`src/rtl/lsu_initiator.sv`:
```
// -----------------------------------------------------------------------------
// lsu_initiator
//
// Purpose:
//   Load/store initiator that sits between a pipeline and a single-ported data
//   memory. It accepts one access at a time and registers it. It drives lane
//   enables and a single write strobe for the memory access, waits MEM_LAT
//   cycles, and then returns one response cycle carrying the extended load
//   result and an exception code. The pipeline is stalled (pause) while an
//   access is in flight.
//
// Parameters:
//   MEM_LAT     data-memory access cycles per request (1..15)
//   ADDR_LIMIT  highest legal byte address (used only with alignment checks)
//
// Configuration macro:
//   LSU_ALIGN_CHECK_EN  when defined, misaligned or out-of-range accesses raise
//                       AdEL (4, loads) or AdES (5, stores) and skip memory.
//                       When undefined, rsp_exc is constant 0.
//
// Ports:
//   clk          in   rising-edge clock
//   reset        in   synchronous active-low reset
//   req_valid    in   access request strobe
//   req_ready    out  request can be accepted (IDLE only)
//   req_op       in   0 LW,1 LH,2 LHU,3 LB,4 LBU,5 SW,6 SH,7 SB
//   req_addr     in   byte address
//   req_wdata    in   store data, right-justified
//   req_pc       in   PC of the access
//   mem_adr      out  registered address to memory
//   mem_write    out  registered store data (unshifted)
//   mem_pc       out  registered PC
//   byteen       out  memory lane enables
//   memw_enable  out  write strobe (one cycle per store)
//   mem_read     in   memory read data, right-justified
//   rsp_valid    out  response strobe (DONE)
//   rsp_data     out  extended load result (0 for stores/exceptions)
//   rsp_exc      out  exception code (0 none, 4 AdEL, 5 AdES)
//   pause        out  upstream stall request
// -----------------------------------------------------------------------------
module lsu_initiator #(
    parameter int          MEM_LAT    = 1,
    parameter logic [31:0] ADDR_LIMIT = 32'h0000_3FFF
) (
    input  logic        clk,
    input  logic        reset,
    input  logic        req_valid,
    output logic        req_ready,
    input  logic [2:0]  req_op,
    input  logic [31:0] req_addr,
    input  logic [31:0] req_wdata,
    input  logic [31:0] req_pc,
    output logic [31:0] mem_adr,
    output logic [31:0] mem_write,
    output logic [31:0] mem_pc,
    output logic [3:0]  byteen,
    output logic        memw_enable,
    input  logic [31:0] mem_read,
    output logic        rsp_valid,
    output logic [31:0] rsp_data,
    output logic [4:0]  rsp_exc,
    output logic        pause
);

    localparam logic [1:0] S_IDLE  = 2'd0;
    localparam logic [1:0] S_ISSUE = 2'd1;
    localparam logic [1:0] S_WAIT  = 2'd2;
    localparam logic [1:0] S_DONE  = 2'd3;

    localparam logic [2:0] OP_LW  = 3'd0;
    localparam logic [2:0] OP_LH  = 3'd1;
    localparam logic [2:0] OP_LHU = 3'd2;
    localparam logic [2:0] OP_LB  = 3'd3;
    localparam logic [2:0] OP_LBU = 3'd4;
    localparam logic [2:0] OP_SW  = 3'd5;
    localparam logic [2:0] OP_SH  = 3'd6;
    localparam logic [2:0] OP_SB  = 3'd7;

    localparam logic [4:0] EXC_NONE = 5'd0;
    localparam logic [4:0] EXC_ADEL = 5'd4;
    localparam logic [4:0] EXC_ADES = 5'd5;

    logic [1:0]  r_state;
    logic [3:0]  r_cnt;
    logic [2:0]  r_op;
    logic [31:0] r_addr;
    logic [31:0] r_wdata;
    logic [31:0] r_pc;
    logic [31:0] r_rsp_data;

    logic        w_accept;
    logic        w_r_is_store;
    logic        w_in_access;
    logic [3:0]  w_lanes;
    logic [31:0] w_load_data;
    logic [4:0]  w_exc;

    assign w_accept     = req_valid && (r_state == S_IDLE);
    assign w_r_is_store = (r_op == OP_SW) || (r_op == OP_SH) || (r_op == OP_SB);
    assign w_in_access  = (r_state == S_ISSUE) || (r_state == S_WAIT);

    // Lane enables from the registered access; word/half lanes only look at
    // the address bits that select a lane group, so stray low bits are ignored.
    always_comb begin
        w_lanes = 4'b0000;
        case (r_op)
            OP_LW, OP_SW:          w_lanes = 4'b1111;
            OP_LH, OP_LHU, OP_SH:  w_lanes = r_addr[1] ? 4'b1100 : 4'b0011;
            default:               w_lanes = 4'b0001 << r_addr[1:0];
        endcase
    end

    // Memory returns the selected lanes right-justified, so extension always
    // works from bit 0 regardless of the byte offset.
    always_comb begin
        w_load_data = 32'd0;
        case (r_op)
            OP_LW:   w_load_data = mem_read;
            OP_LH:   w_load_data = {{16{mem_read[15]}}, mem_read[15:0]};
            OP_LHU:  w_load_data = {16'd0, mem_read[15:0]};
            OP_LB:   w_load_data = {{24{mem_read[7]}}, mem_read[7:0]};
            OP_LBU:  w_load_data = {24'd0, mem_read[7:0]};
            default: w_load_data = 32'd0;
        endcase
    end

`ifdef LSU_ALIGN_CHECK_EN
    logic       w_req_is_store;
    logic       w_misaligned;
    logic [4:0] r_exc;

    assign w_req_is_store = (req_op == OP_SW) || (req_op == OP_SH) || (req_op == OP_SB);

    always_comb begin
        w_misaligned = 1'b0;
        case (req_op)
            OP_LW, OP_SW:          w_misaligned = (req_addr[1:0] != 2'b00);
            OP_LH, OP_LHU, OP_SH:  w_misaligned = req_addr[0];
            default:               w_misaligned = 1'b0;
        endcase
    end

    always_comb begin
        w_exc = EXC_NONE;
        if (w_misaligned || (req_addr > ADDR_LIMIT)) begin
            w_exc = w_req_is_store ? EXC_ADES : EXC_ADEL;
        end
    end

    always_ff @(posedge clk) begin
        if (!reset) begin
            r_exc <= EXC_NONE;
        end else if (w_accept) begin
            r_exc <= w_exc;
        end
    end

    assign rsp_exc = r_exc;
`else
    // The limit only matters to the address checks; keep it referenced so the
    // parameter list stays identical in both builds.
    logic w_unused_limit;
    assign w_unused_limit = |ADDR_LIMIT;

    assign w_exc   = EXC_NONE;
    assign rsp_exc = EXC_NONE;
`endif

    always_ff @(posedge clk) begin
        if (!reset) begin
            r_state    <= S_IDLE;
            r_cnt      <= 4'd0;
            r_op       <= OP_LW;
            r_addr     <= 32'd0;
            r_wdata    <= 32'd0;
            r_pc       <= 32'd0;
            r_rsp_data <= 32'd0;
        end else begin
            case (r_state)
                S_IDLE: begin
                    if (w_accept) begin
                        r_op       <= req_op;
                        r_addr     <= req_addr;
                        r_wdata    <= req_wdata;
                        r_pc       <= req_pc;
                        r_rsp_data <= 32'd0;
                        // A faulting access never touches memory.
                        r_state    <= (w_exc != EXC_NONE) ? S_DONE : S_ISSUE;
                    end
                end
                S_ISSUE: begin
                    if (MEM_LAT <= 1) begin
                        r_rsp_data <= w_load_data;
                        r_state    <= S_DONE;
                    end else begin
                        r_cnt   <= 4'(MEM_LAT - 1);
                        r_state <= S_WAIT;
                    end
                end
                S_WAIT: begin
                    if (r_cnt <= 4'd1) begin
                        r_cnt      <= 4'd0;
                        r_rsp_data <= w_load_data;
                        r_state    <= S_DONE;
                    end else begin
                        r_cnt <= r_cnt - 4'd1;
                    end
                end
                default: begin
                    r_state <= S_IDLE;
                end
            endcase
        end
    end

    assign req_ready   = (r_state == S_IDLE);
    assign pause       = (r_state != S_IDLE);
    assign rsp_valid   = (r_state == S_DONE);
    assign rsp_data    = r_rsp_data;
    assign mem_adr     = r_addr;
    assign mem_write   = r_wdata;
    assign mem_pc      = r_pc;
    assign byteen      = w_in_access ? w_lanes : 4'b0000;
    // Gated by reset directly so a store caught by reset never strobes memory.
    assign memw_enable = reset && (r_state == S_ISSUE) && w_r_is_store;

endmodule
```
`config.mk`:
```
export PLATFORM = sky130hd
export DESIGN_NAME = lsu_initiator
export DESIGN_NICKNAME = d
export VERILOG_FILES = /design/src/rtl/lsu_initiator.sv
export SDC_FILE = /design/constraint.sdc
export NUM_CORES = 1
export LEC_CHECK = 0
export ABC_AREA = 0
export CORE_MARGIN = 2
export CORE_UTILIZATION = 40
export DETAILED_ROUTE_END_ITERATION = 8
export PLACE_DENSITY_LB_ADDON = 0.08
export SLEW_MARGIN = 20
export SYNTH_ARGS = -nofsm -noshare
export SYNTH_HDL_FRONTEND = slang
export SYNTH_SLANG_ARGS = --single-unit
```
`constraint.sdc`:
```
create_clock -name clk -period 2.07 [get_ports clk]
set_clock_uncertainty 0.1 [all_clocks]
set_input_delay 0.414 -clock clk [delete_from_list [all_inputs] [get_ports clk]]
set_output_delay 0.414 -clock clk [all_outputs]
set_load 0.02 [all_outputs]
```
Word-level counts from Yosys, hierarchy flattened
Index checks and enable logic that the tools add are counted.
- logic and storage cells: 48
- register bits: 137
- memories: 0
- latch bits: 0
- bits in writable memories: 0
- ROM bits: 0
- equal/unequal tests: 12
- multiply operators: 0
- multiplexer cells: 11
- shift operators: 1
- div/mod/pow operators: 0
- reductions and logical operators: 15
- order comparisons: 1
- bitwise logic cells: 0
- add/subtract/negate cells: 1
- operators with widths (cell ; count):
    $pmux W32 S5 ; 1
    $pmux W32 S3 ; 1
    $mux W32 ; 2
    $eq A3 B3 Y1 const B ; 4
    $mux W4 ; 3
    $pmux W4 S2 ; 1
    $eq A3 B2 Y1 const B ; 2
    $pmux W2 S3 ; 1
    $eq A2 B2 Y1 const B ; 2
    $le A4 B1 Y1 const B ; 1
    $mux W2 ; 2
    $ne A2 B1 Y1 const B ; 2
    $reduce_and A2 Y1 ; 2
    $shl A1 B2 Y4 const A ; 1
    $sub A4 B1 Y4 const B ; 1
    $eq A3 B1 Y1 const B ; 1
    $logic_and A1 B1 Y1 ; 3
    $logic_not A3 Y1 ; 1
    $logic_or A1 B1 Y1 ; 3
    $reduce_and A3 Y1 ; 1
    $reduce_bool A3 Y1 ; 1
    $reduce_or A3 Y1 ; 1
    $eq A2 B1 Y1 const B ; 1
    $logic_not A2 Y1 ; 1
    2 further kinds ; 2

Logic depth before layout (Yosys ltp)
Gate-level depths: netlist (run 1).
- depth in word-level cells: 4
- depth in mapped cells: 8
- gate-level depth less buffers: 6

Worst setup path before layout (run 1)
OpenSTA, ideal clock, no wires.
- kind: reg-to-reg
- from: register r_state[0]
- to: register r_rsp_data[11] (netlist: rsp_data[11])
- data arrival time: 1791 ps
- data required time: 1900 ps
- setup time: 70 ps
- slack: 109 ps
- path buffers: 1
- cell stages (with the launch flop): 8
- path through: dfxtp_1 -> inv_1 -> ha_1 -> nand2b_1 -> nand2b_1 -> clkbuf_1 -> or4_1 -> a21oi_1
- word-level cells in the longest chain between the ends: 4
- elaborated cells on any way between the ends: 9
- those cells by class: eq/ne: 4; mux: 1; reduce/logical: 4
- RTL lines (item ; RTL line ; source):
    start: declaration ; 83 ; logic [1:0] r_state;
    start signal: assignment ; 188 ; r_state <= (w_exc != EXC_NONE) ? S_DONE : S_ISSUE;
    $logic_not A2 Y1 * ; n/a ;
    via req_ready ; 48 ; output logic req_ready,
    $logic_and A1 B1 Y1 ; 98 ; assign w_accept = req_valid && (r_state == S_IDLE);
    $ne A2 B1 Y1 (no line) ; n/a ;
    $reduce_and A3 Y1 (no line) ; n/a ;
    end signal: assignment ; 193 ; r_rsp_data <= w_load_data;
    end signal: assignment ; 203 ; r_rsp_data <= w_load_data;
    end: declaration ; 89 ; logic [31:0] r_rsp_data;
Mark *: on every way through the listed nets, which the timed path passes. The rest lies on a longest branch.
A chain may end at the register's enable or synchronous reset.

Worst setup path after layout (run 1)
- from: register r_addr[0] (netlist: mem_adr[0])
- to: output port mem_adr[0]
- RTL lines (item ; RTL line ; source):
    start: declaration ; 86 ; logic [31:0] r_addr;
    start signal: assignment ; 183 ; r_addr <= req_addr;
    end: declaration ; 53 ; output logic [31:0] mem_adr,
No word-level cell between the ends.

==> results of run 1 <==
==> path summary, 6_finish.rpt <==
kind              slack [ns]  depth (start not counted)       endpoint
setup / recovery        0.06                          1     mem_adr[0]
hold / removal          0.35                          2  mem_write[19]
setup reg to reg        0.15                          6    rsp_data[9]
hold reg to reg         0.35                          2  mem_write[19]
==> per-stage QoR <==
| step | util [%] | std cells | setup slack (ns) |
|---|---|---|---|
| floorplan | - | 683 | 0.109 |
| global placement | 63.5 | 1100 | -0.0767 |
| detailed placement | 63.5 | 1100 | -0.0765 |
| CTS | 67.4 | 1129 | 0.000930 |
| global route | 67.4 | 1129 | 0.00557 |
| finish | 67.4 | 1129 | 0.0579 |
==> worst min-delay path, stage by stage (launching register included) <==
cell	delay (ns)
dfxtp_1	0.30
nand2_1	0.05
a21oi_1	0.05
==> metal layers <==
| layer | global-route usage [%] | vias up |
|---|---|---|
| li1 | - | 2797 |
| met1 | 25.0 | 2587 |
| met2 | 39.4 | 235 |
| met3 | 9.67 | 34 |
| met4 | 10.0 | 0 |
| met5 | 0 | - |
==> cell usage in the layout (no fill, tap or decap), types with 2 or more instances in the layout <==
cell               n
clkdlybuf4s50_1  260
nand2_1          203
a21oi_1          142
dfxtp_1          134
nand3_1           25
buf_4             24
o21ai_1           18
o21ai_0           18
clkbuf_16         17
a22o_1            16
buf_12             9
or4_1              8
nand2b_1           6
ha_1               6
nor2_1             5
conb_1             5
clkbuf_1           5
inv_1              4
nor2b_1            3
o21a_1             3
clkinv_2           3
buf_2              3
dfxtp_2            3
a21boi_1           2
and3_1             2
xnor2_1            2
clkbuf_8           2
clkdlybuf4s15_1    2
dlygate4sd2_1      2
==> timing repair <==
action	4_1_cts	5_1_grt
gates resized for setup	23	13
buffers inserted	1	0
pin swaps	1	1
hold buffers	0	0
setup endpoints to repair	8	7
==> sequential cells by signal (all words and copies together), names as in the netlist <==
name	count
r_state	2
r_cnt	4
mem_write	32
r_op	3
mem_adr	32
rsp_data	32
mem_pc	32
==> cell families after synthesis <==
group / count (synthesis) / synth area share, %
DFF: 137 / 50.6
AOI/OAI and AO/OA: 206 / 21.0
xor gates and xnor gates: 3 / 0.485
other: 1 / 0.0692
and+or+nand+nor: 259 / 20.2
buffers and inverters: 65 / 5.82
adders and majority gates: 7 / 1.62
muxes: 1 / 0.208
==> final cells by class <==
type,instances,share of cell area [%]
clock buffer,24,5.29
multi-input combinational,481,27.0
timing repair buffer,301,33.9
tap,176,2.47
clock inverter,4,0.252
sequential,137,30.8
inverter,6,0.281
==> power groups by stage <==
| stage | clock network [mW] | logic [mW] | registers [mW] |
|---|---|---|---|
| floorplan | 0 | 1.17 | 3.53 |
| global placement | 0 | 2.82 | 3.17 |
| detailed placement | 0 | 2.87 | 3.19 |
| CTS | 2.64 | 2.86 | 3.14 |
| global route | 2.77 | 3.06 | 3.18 |
| finish | 2.58 | 2.85 | 3.14 |
==> impl_results.md, run 1 <==
* Num CTS Buffers at 17
* Drt total wl at roughly 17 mm
* Max Freq at slightly below 0.5 GHz
* Die Span X at approximately 120 µm
* Final worst path period need at between 2 and 2.5 ns
* Initial core utilization at 40.9%
* PortBufs at around 270
* CTS tree: done
* Sw Ratio at about a third
* Yosys reg bits at 137
* Synth top cells by count: 204 x nand2_1, 143 x a21oi_1, 137 x dfxtp_1, 34 x clkbuf_1, 25 x nand3_1
* Setup Total Neg Slack at 0 ns
* Detailed-route vias per instance at between 5 and 6
* Share of layout cells above drive strength 1 at a little under 8%
* Later-pin clock latency in the skew report at approximately 0.41 ns
* Type of element capturing the critical path: output pin
* Antenna diode count at 0
* Asr flop ratio synth at 0%
* Endpoints failing setup at 0
* Peak supply drop at between 0.5 and 0.6 mV
* Most frequent cell after synthesis: nand2_1
* Clk buf depth at 2
* DIE AREA at 14,500 µm²
* Hold slack at between 0.3 and 0.4 ns
* Worst-path cell chain: clkdlybuf4s50_1
* Highest routed layer: met4
* Synth Flop Type: dfxtp_1
* Overall power at between 8 and 9 mW
* GP Congestion at 0.789
* Critical path class: reg2out
* First drt pass iteration count at 4
* Core ar. at roughly 13,000 µm²
* Filler instances at about 1,100
* Grt ovf at 0
* Finished Cell Area at 8920 µm²
* Drt wl/cell at between 15 and 20 µm
* Tcrit/Tclk final at a little over nine tenths
* Reg2reg start: r_state[0]
* Number of flops mapped to enable cells by yosys at 0
* Row cnt at between 40 and 50
* Routed via count at around 5,700
* Pwr per Cell Area at 961 nW/µm²
* Synth warn at 0
* WL met3 at 1.66 mm
* Cell taking the most area after synthesis: dfxtp_1
* Seq/Total Area, Yosys at roughly half
* Largest net degree at the start of global routing at 46
* Final slew viol count at 0
* Multi-input gate area at 2410 µm²
* Max incr delay on CP at around 0.66 ns
* Io pins at roughly 280
* Reg clk slew, reported paths at approximately 0.050 ns
* DIE HEIGHT at 120 µm
* # clock sinks at roughly 140
* Placed cell areas at about 8400 µm²
* Worst Hold Class: reg2reg
* Worst path bufs/invs at 1
* Crit-path slowest cell: clkdlybuf4s50_1
* Initial antenna violation count at 0
* Crit-path max FO at 6
* Netlist cell types at 37
* Syn_area_per_cell at 7.98 µm²
* CP Data Required Time at between 1.5 and 2 ns
* Crit path DAT at ~1.5 ns
* Crit path max-delay family: buffers and inverters
* Leakage power at about 3.3 nW
* Final nets at roughly 1,100
* Startpoint class of the critical path: flop
* Post-Synthesis Cells at 679
* Layout area overhead at 64.6%
* Post-synth top area share at between 50% and 60%
* Post-DP HPWL at about 12 mm
* RSZ-0062 raised after global routing: false
* Metal-1 WL at between 6 and 7 mm
* Total track usage at a little under a quarter
* Post-synth design cell area at ~5400 µm²
* Status: complete, no violations
* Setup crit start: mem_adr[0]
* Post-route ant nets at 0
* Combinational Power Share at around a third
* MaxCap Viol Count at 0
* First-pass GRT wire length at 26.6 mm
* Switching pwr at between 2 and 3 mW
* Hold_sp: mem_write[19]
* Root Buffer: clkbuf_16
* Remaining DRCs at 0
* Cell Int Power at roughly 5.9 mW
* Initial drt markers at around 410
* Final hold vios at 0
* WL met2 at 8.38 mm
* Vias in the first global route at roughly 5,500
* FF/Latch Area at approximately 2700 µm²
* Clock power share at between 30% and 40%
* Flop pwr share at 36.6%
* H-Tree Depth at 4
* Synth area leaders: dfxtp_1 51%, nand2_1 14%, a21oi_1 13%
Note: power is estimated with default switching activity, not from simulation.
==> run 2, diff against run 1 <==
- ABC_CLOCK_PERIOD_IN_PS: unset -> 2070
==> results of run 2 <==
Same layout as run 1: the final DEF is identical, and so are final timing and power.
